File: src/rtl/vec_pkg.sv
// Shared vector-datapath constants and types used by the ALU and its result writer.
package vec_pkg;

  localparam int unsigned LANES  = 16;
  localparam int unsigned DATA_W = 32;
  localparam int unsigned VEC_W  = LANES * DATA_W;
  localparam int unsigned ADDR_W = 10;
  localparam int unsigned IDX_W  = $clog2(2 * LANES);

  typedef enum logic [1:0] {
    IDLE,
    WRITE,
    DONE
  } state_e;

  // Captured ALU result pair; hi occupies the upper half so lane index idx >= LANES selects hi.
  typedef struct packed {
    logic [VEC_W-1:0] hi;
    logic [VEC_W-1:0] lo;
  } res_pair_t;

endpackage

File: src/rtl/vec_result_writer_if.sv
// ALU result-pair handshake bundle and word-wide memory write bundle.
interface vec_res_if;
  import vec_pkg::*;

  logic              res_valid;
  logic              res_ready;
  logic [VEC_W-1:0]  res_lo;
  logic [VEC_W-1:0]  res_hi;
  logic [ADDR_W-1:0] base_addr;
  logic              wide;

  modport master (output res_valid, res_lo, res_hi, base_addr, wide, input res_ready);
  modport slave  (input res_valid, res_lo, res_hi, base_addr, wide, output res_ready);
endinterface

interface vec_mem_if;
  import vec_pkg::*;

  logic              mem_wr_en;
  logic [ADDR_W-1:0] mem_addr;
  logic [DATA_W-1:0] mem_wdata;
  logic              mem_ready;

  modport master (output mem_wr_en, mem_addr, mem_wdata, input mem_ready);
  modport slave  (input mem_wr_en, mem_addr, mem_wdata, output mem_ready);
endinterface

File: src/rtl/vec_lane_sel.sv
// Picks one DATA_W lane out of the concatenated {hi, lo} result buffer.
module vec_lane_sel
  import vec_pkg::*;
(
  input  logic [2*VEC_W-1:0] vec,
  input  logic [IDX_W-1:0]   idx,
  output logic [DATA_W-1:0]  word_c
);

  assign word_c = vec[32'(idx) * DATA_W +: DATA_W];

endmodule

File: src/rtl/vec_result_writer.sv
// Captures a vector ALU result pair and serializes it lane by lane into
// consecutive data-memory word writes.
module vec_result_writer
  import vec_pkg::*;
(
  input  logic      clk,
  input  logic      rst,
  vec_res_if.slave  res,
  vec_mem_if.master mem,
  output logic      busy,
  output logic      done
);

  state_e            state_q;
  state_e            state_d;
  res_pair_t         buf_q;
  logic [ADDR_W-1:0] base_q;
  logic              wide_q;
  logic [IDX_W-1:0]  idx_q;
  logic [IDX_W-1:0]  last_c;
  logic              take_c;
  logic              accept_c;
  logic [DATA_W-1:0] word_c;

  assign last_c = wide_q ? IDX_W'(2 * LANES - 1) : IDX_W'(LANES - 1);

  // State register
  always_ff @(posedge clk) begin
    if (rst) state_q <= IDLE;
    else     state_q <= state_d;
  end

  // Next state and per-state handshake outputs
  always_comb begin
    state_d       = state_q;
    res.res_ready = 1'b0;
    mem.mem_wr_en = 1'b0;
    busy          = 1'b0;
    done          = 1'b0;
    take_c        = 1'b0;
    accept_c      = 1'b0;
    case (state_q)
      IDLE: begin
        res.res_ready = 1'b1;
        if (res.res_valid) begin
          take_c  = 1'b1;
          state_d = WRITE;
        end
      end
      WRITE: begin
        busy          = 1'b1;
        mem.mem_wr_en = 1'b1;
        if (mem.mem_ready) begin
          accept_c = 1'b1;
          if (idx_q == last_c) state_d = DONE;
        end
      end
      DONE: begin
        busy    = 1'b1;
        done    = 1'b1;
        state_d = IDLE;
      end
      default: state_d = IDLE;
    endcase
  end

  // Capture registers and word index; idx holds at last so DONE sees a stable value
  always_ff @(posedge clk) begin
    if (rst) begin
      buf_q  <= '0;
      base_q <= '0;
      wide_q <= 1'b0;
      idx_q  <= '0;
    end else if (take_c) begin
      buf_q.lo <= res.res_lo;
      buf_q.hi <= res.res_hi;
      base_q   <= res.base_addr;
      wide_q   <= res.wide;
      idx_q    <= '0;
    end else if (accept_c && (idx_q != last_c)) begin
      idx_q <= idx_q + IDX_W'(1);
    end
  end

  vec_lane_sel u_lane_sel (
    .vec    (buf_q),
    .idx    (idx_q),
    .word_c (word_c)
  );

  // Address wraps naturally in ADDR_W bits
  assign mem.mem_addr  = base_q + ADDR_W'(idx_q);
  assign mem.mem_wdata = word_c;

endmodule

File: src/flat_wrapper.sv
// flat-port wrapper written by rule: the top's interface ports become plain ports
module vec_result_writer_flat import vec_pkg::*;
  (clk, rst, busy, done, res_res_valid, res_res_lo, res_res_hi, res_base_addr, res_wide, res_res_ready, mem_mem_wr_en, mem_mem_addr, mem_mem_wdata, mem_mem_ready);
  vec_res_if res_i ();
  vec_mem_if mem_i ();
  input  logic clk;
  input  logic rst;
  output logic busy;
  output logic done;
  input wire logic [$bits(res_i.res_valid)-1:0] res_res_valid;
  input wire logic [$bits(res_i.res_lo)-1:0] res_res_lo;
  input wire logic [$bits(res_i.res_hi)-1:0] res_res_hi;
  input wire logic [$bits(res_i.base_addr)-1:0] res_base_addr;
  input wire logic [$bits(res_i.wide)-1:0] res_wide;
  output wire logic [$bits(res_i.res_ready)-1:0] res_res_ready;
  output wire logic [$bits(mem_i.mem_wr_en)-1:0] mem_mem_wr_en;
  output wire logic [$bits(mem_i.mem_addr)-1:0] mem_mem_addr;
  output wire logic [$bits(mem_i.mem_wdata)-1:0] mem_mem_wdata;
  input wire logic [$bits(mem_i.mem_ready)-1:0] mem_mem_ready;
  assign res_i.res_valid = res_res_valid;
  assign res_i.res_lo = res_res_lo;
  assign res_i.res_hi = res_res_hi;
  assign res_i.base_addr = res_base_addr;
  assign res_i.wide = res_wide;
  assign res_res_ready = res_i.res_ready;
  assign mem_mem_wr_en = mem_i.mem_wr_en;
  assign mem_mem_addr = mem_i.mem_addr;
  assign mem_mem_wdata = mem_i.mem_wdata;
  assign mem_i.mem_ready = mem_mem_ready;
  vec_result_writer u_core (.clk(clk), .rst(rst), .res(res_i), .mem(mem_i), .busy(busy), .done(done));
endmodule
File: config.mk
export PLATFORM = sky130hd
export DESIGN_NAME = vec_result_writer_flat
export DESIGN_NICKNAME = d
export VERILOG_FILES = /design/src/rtl/vec_pkg.sv /design/src/rtl/vec_result_writer_if.sv /design/src/rtl/vec_lane_sel.sv /design/src/rtl/vec_result_writer.sv /design/src/flat_wrapper.sv
export SDC_FILE = /design/constraint.sdc
export NUM_CORES = 2
export LEC_CHECK = 0
export BUFFER_PORTS_ARGS = -buffer_cell sky130_fd_sc_hd__buf_2
export CAP_MARGIN = 10
export CORE_AREA = 4 4 419 421
export CTS_BUF_LIST = sky130_fd_sc_hd__clkbuf_8 sky130_fd_sc_hd__clkbuf_16
export DETAILED_ROUTE_END_ITERATION = 8
export DIE_AREA = 0 0 423 425
export HOLD_SLACK_MARGIN = 0.02
export PLACE_DENSITY_LB_ADDON = 0.08
export SYNTH_ARGS = -nofsm -noshare
export SYNTH_HDL_FRONTEND = slang
export SYNTH_SLANG_ARGS = --single-unit
File: constraint.sdc
create_clock -name clk -period 2.1 [get_ports clk]
set_input_delay 0.42 -clock clk [delete_from_list [all_inputs] [get_ports clk]]
set_output_delay 0.42 -clock clk [all_outputs]
set_load 0.05 [all_outputs]
==> flow_summary.yaml <==
setup_path:
  cp_slowest_cell: "mux4_2"
  cp-start-kind: "flip-flop"
  critPathKind: "reg2out"
  crit_top_cell: "buf_6"
  cpPeakStageDelay_ps: 580
  path_max_fanout: 8
  worstPathArrival_ps: 3080
  crit_chain: "buf_12 > buf_6 > buf_16 > mux4_2 > a211oi_4 > buf_4 > a22oi_2 > buf_6"
  r2r_cells: 12
  endpoint_kind: "output port"
  worstPathRequired_ps: 1680
global_routing:
  grt_max_degree: 107
  grt_usage: 0.272
  grt_pass1_vias: 48791
  antenna_found_initial: 45
  grt_pass1_wl_um: 352000
  grt-ovfl-total: 0
detailed_routing:
  via_per_inst: 4.80
  via_count: 47722
  wl_um: 256000
  drt-wirelength-per-cell_um: 25.8
  drtAntennaViolNets: 0
  drt_iter0_drc: 3073
  first_pass_iters: 5
  drc: 0
cts:
  cts_tree: "done"
  clock_latency_ps: 770
  cts_sinks: 1042
  numCtsBuffers: 120
  path_clk_slew_ps: 60
  root_buffer: "clkbuf_16"
  cts_buffer_depth: 3
  cts_htree_levels: 3
cells_and_area:
  finalInstanceArea_um2: 71100
  multi_input_area_um2: 21800
  nets: 8567
  fillerInstances: 17295
  seq_area_um2: 20900
  drive_gt1_frac: 0.282
  area_growth_pct: 63.1
floorplan:
  die_w_um: 423
  dieHeight_um: 425
  start_util: 0.254
  num_io_pins: 1085
  coreArea_um2: 171000
  row_count: 152
  design.die.area_um2: 180000
power:
  swShare: 0.360
  irDropWorstVdd_v: 0.000678
  total_power_uw: 70300
  seq_power_share: 0.363
  switchingPower_uw: 25300
  combPwrFrac: 0.338
  pwr-share-clk: 0.299
  leakagePower_uw: 0.0283
  power.internal_uw: 45000
  powerDensity_nw_per_um2: 989
sta:
  period_share: 1.66
  finalSetupViolCount: 44
  period_minus_slack_ps: 3500
  worstMarginPinSlew_ps: 701
  layout_setup_ws_ps: -1400
  skew_ps: 33.5
  slew_viol_final: 0
  fmax_mhz: 286
  relSlewSlack: 0.533
  finalSetupTns_ps: -49170
  hold_viol: 0
  grt_setup_unrepaired: "yes"
run_status:
  status: "finished with violations"
  violations: "setup timing"
worst_hold_path:
  worstHoldPathType: "in2reg"
  hold_path_depth: 3
placement:
  postPlaceCellArea_um2: 55200
  globalplace.congestion: 0.904
  place_hpwl_um: 198000
  port_buffers: 1084
logic_synthesis:
  ys_seq_area_frac: 0.478
  ys.flop_type: "dfxtp_1"
  netlist_area_um2: 43600
  avgSynthCellArea_um2: 8.35
  synth_xor_area_frac: 0.00181
  netlist_instances: 5224
  ys_types: 40
  synth_top_area_cell: "dfxtp_1"
  yosys.area_share.adder: 0.00362
  synth_edf_count: 0
  syn-num-nets: 6275
  yosys.area_share.simple: 0.183
  async_flop_share: 0
  synthMuxAreaShare: 0.130
  synthTopCellsByArea: "dfxtp_1 (48%), nand2_1 (18%), a21oi_1 (12%)"
  synth_compound_area_frac: 0.158
  synth_warnings: 0
  synth.top_cell.area_share: 0.478
  ys_ff_latch: 1042
  synth_top_family_by_area: "simple AND/OR/NAND/NOR gates"
flow_run:
  max_cap_viol_count: 0
## area by class of cell
cell class / instances / area share
Sequential cell: 1042 / 0.294
Tap cell: 2310 / 0.0406
Clock buffer: 143 / 0.0467
Timing Repair Buffer: 2614 / 0.302
Inverter: 9 / 0.000475
Antenna cell: 37 / 0.00130
Multi-Input combinational cell: 3729 / 0.307
Clock inverter: 66 / 0.00792
## worst max-delay path, delay by kind of cell (launching register included)
kind / cells / cell delay, ps
flops: 1 / 380
buf+inv: 5 / 810
mux: 1 / 580
compound gates: 2 / 540
## Yosys cell counts (2+ instances only)
cell	number
a211oi_1	30
a21oi_1	1075
a22oi_1	94
and3_1	2
buf_1	11
buf_2	104
buf_4	18
buf_6	12
clkbuf_1	298
dfxtp_1	1042
ha_1	11
inv_1	9
mux2i_1	130
mux4_2	193
nand2_1	2079
nand2b_1	2
nand3_1	4
nand4_1	2
nor2_1	7
nor2b_1	3
nor3_1	7
nor3b_1	2
o21ai_0	3
o221ai_1	32
o22ai_1	31
o311ai_0	2
xnor2_1	7
xor2_1	2
## power groups by stage
stage	clock, uW	combinational (uW)	sequential, uW
finish	21000	23800	25500
global route	22100	25600	25800
CTS	21500	23700	25400
detailed placement	0	21300	25800
global placement	0	21100	25900
floorplan	0	12000	24700
## placed cells by master (no fill, tap or decap), types with 23 or more instances in the layout
cell type,count
clkbuf_16,122
a22oi_2,67
diode_2,37
buf_12,106
a21oi_1,1065
mux4_2,193
clkbuf_8,23
dfxtp_1,1034
a22oi_1,27
buf_2,1037
dlygate4sd3_1,1014
buf_4,355
o221ai_1,28
o22ai_1,28
buf_6,82
mux2i_1,123
nand2_1,2076
inv_1,31
## state kept, by name, summed over array words and instances (netlist names)
name            flops
u_core.buf_q     1024
u_core.base_q      10
u_core.idx_q        5
u_core.state_q      2
u_core.wide_q       1
## metrics by stage
step,util,hold slack [ps],setup slack (ps),cells
floorplan,-,433,-224,5224
finish,0.415,63.9,-1400,9950
CTS,0.412,23.6,-1500,9890
detailed placement,0.322,443,-1320,8639
global placement,0.322,439,-1380,8638
global route,0.415,30.6,-1470,9944
## worst paths after layout
check / slack, ps / to / from
max: -1400 / mem_mem_wdata[1] / u_core.idx_q[0]
min: 60 / u_core.buf_q[383] / res_res_lo[383]
min reg2reg: 450 / u_core.buf_q[762] / u_core.buf_q[762]
max reg2reg: -130 / u_core.state_q[0] / u_core.idx_q[0]
## routing by layer
layer  routed length [um]  vias up  global-route usage  share of wire
met5                   23        -                   0       0.000090
met4                20900        4               0.187          0.082
met3                10000      612              0.0330          0.039
met2               121000     1586               0.453           0.47
met1               105000    23219               0.328           0.41
li1                     -    22301                   -              -
## kinds of logic (layout without fill, tap and decap cells)
logic type	Yosys count	in the layout
mux	323	323
fa+ha+maj	12	12
simple gates	2112	2112
compound gates	1273	1273
xor+xnor	9	9
other cells	0	37
buf+inv	453	2832
flops	1042	1042
## repair_timing
item / CTS / global route
hold buffers: 1014 / 0
buffers inserted: 34 / 22
endpoints found under the hold margin: 1013 / 0
resized for setup: 243 / 53
endpoints found under the setup margin: 52 / 48
pin swaps: 54 / 17
cloned: 2 / 2
Power figures use the tool's default switching activity.
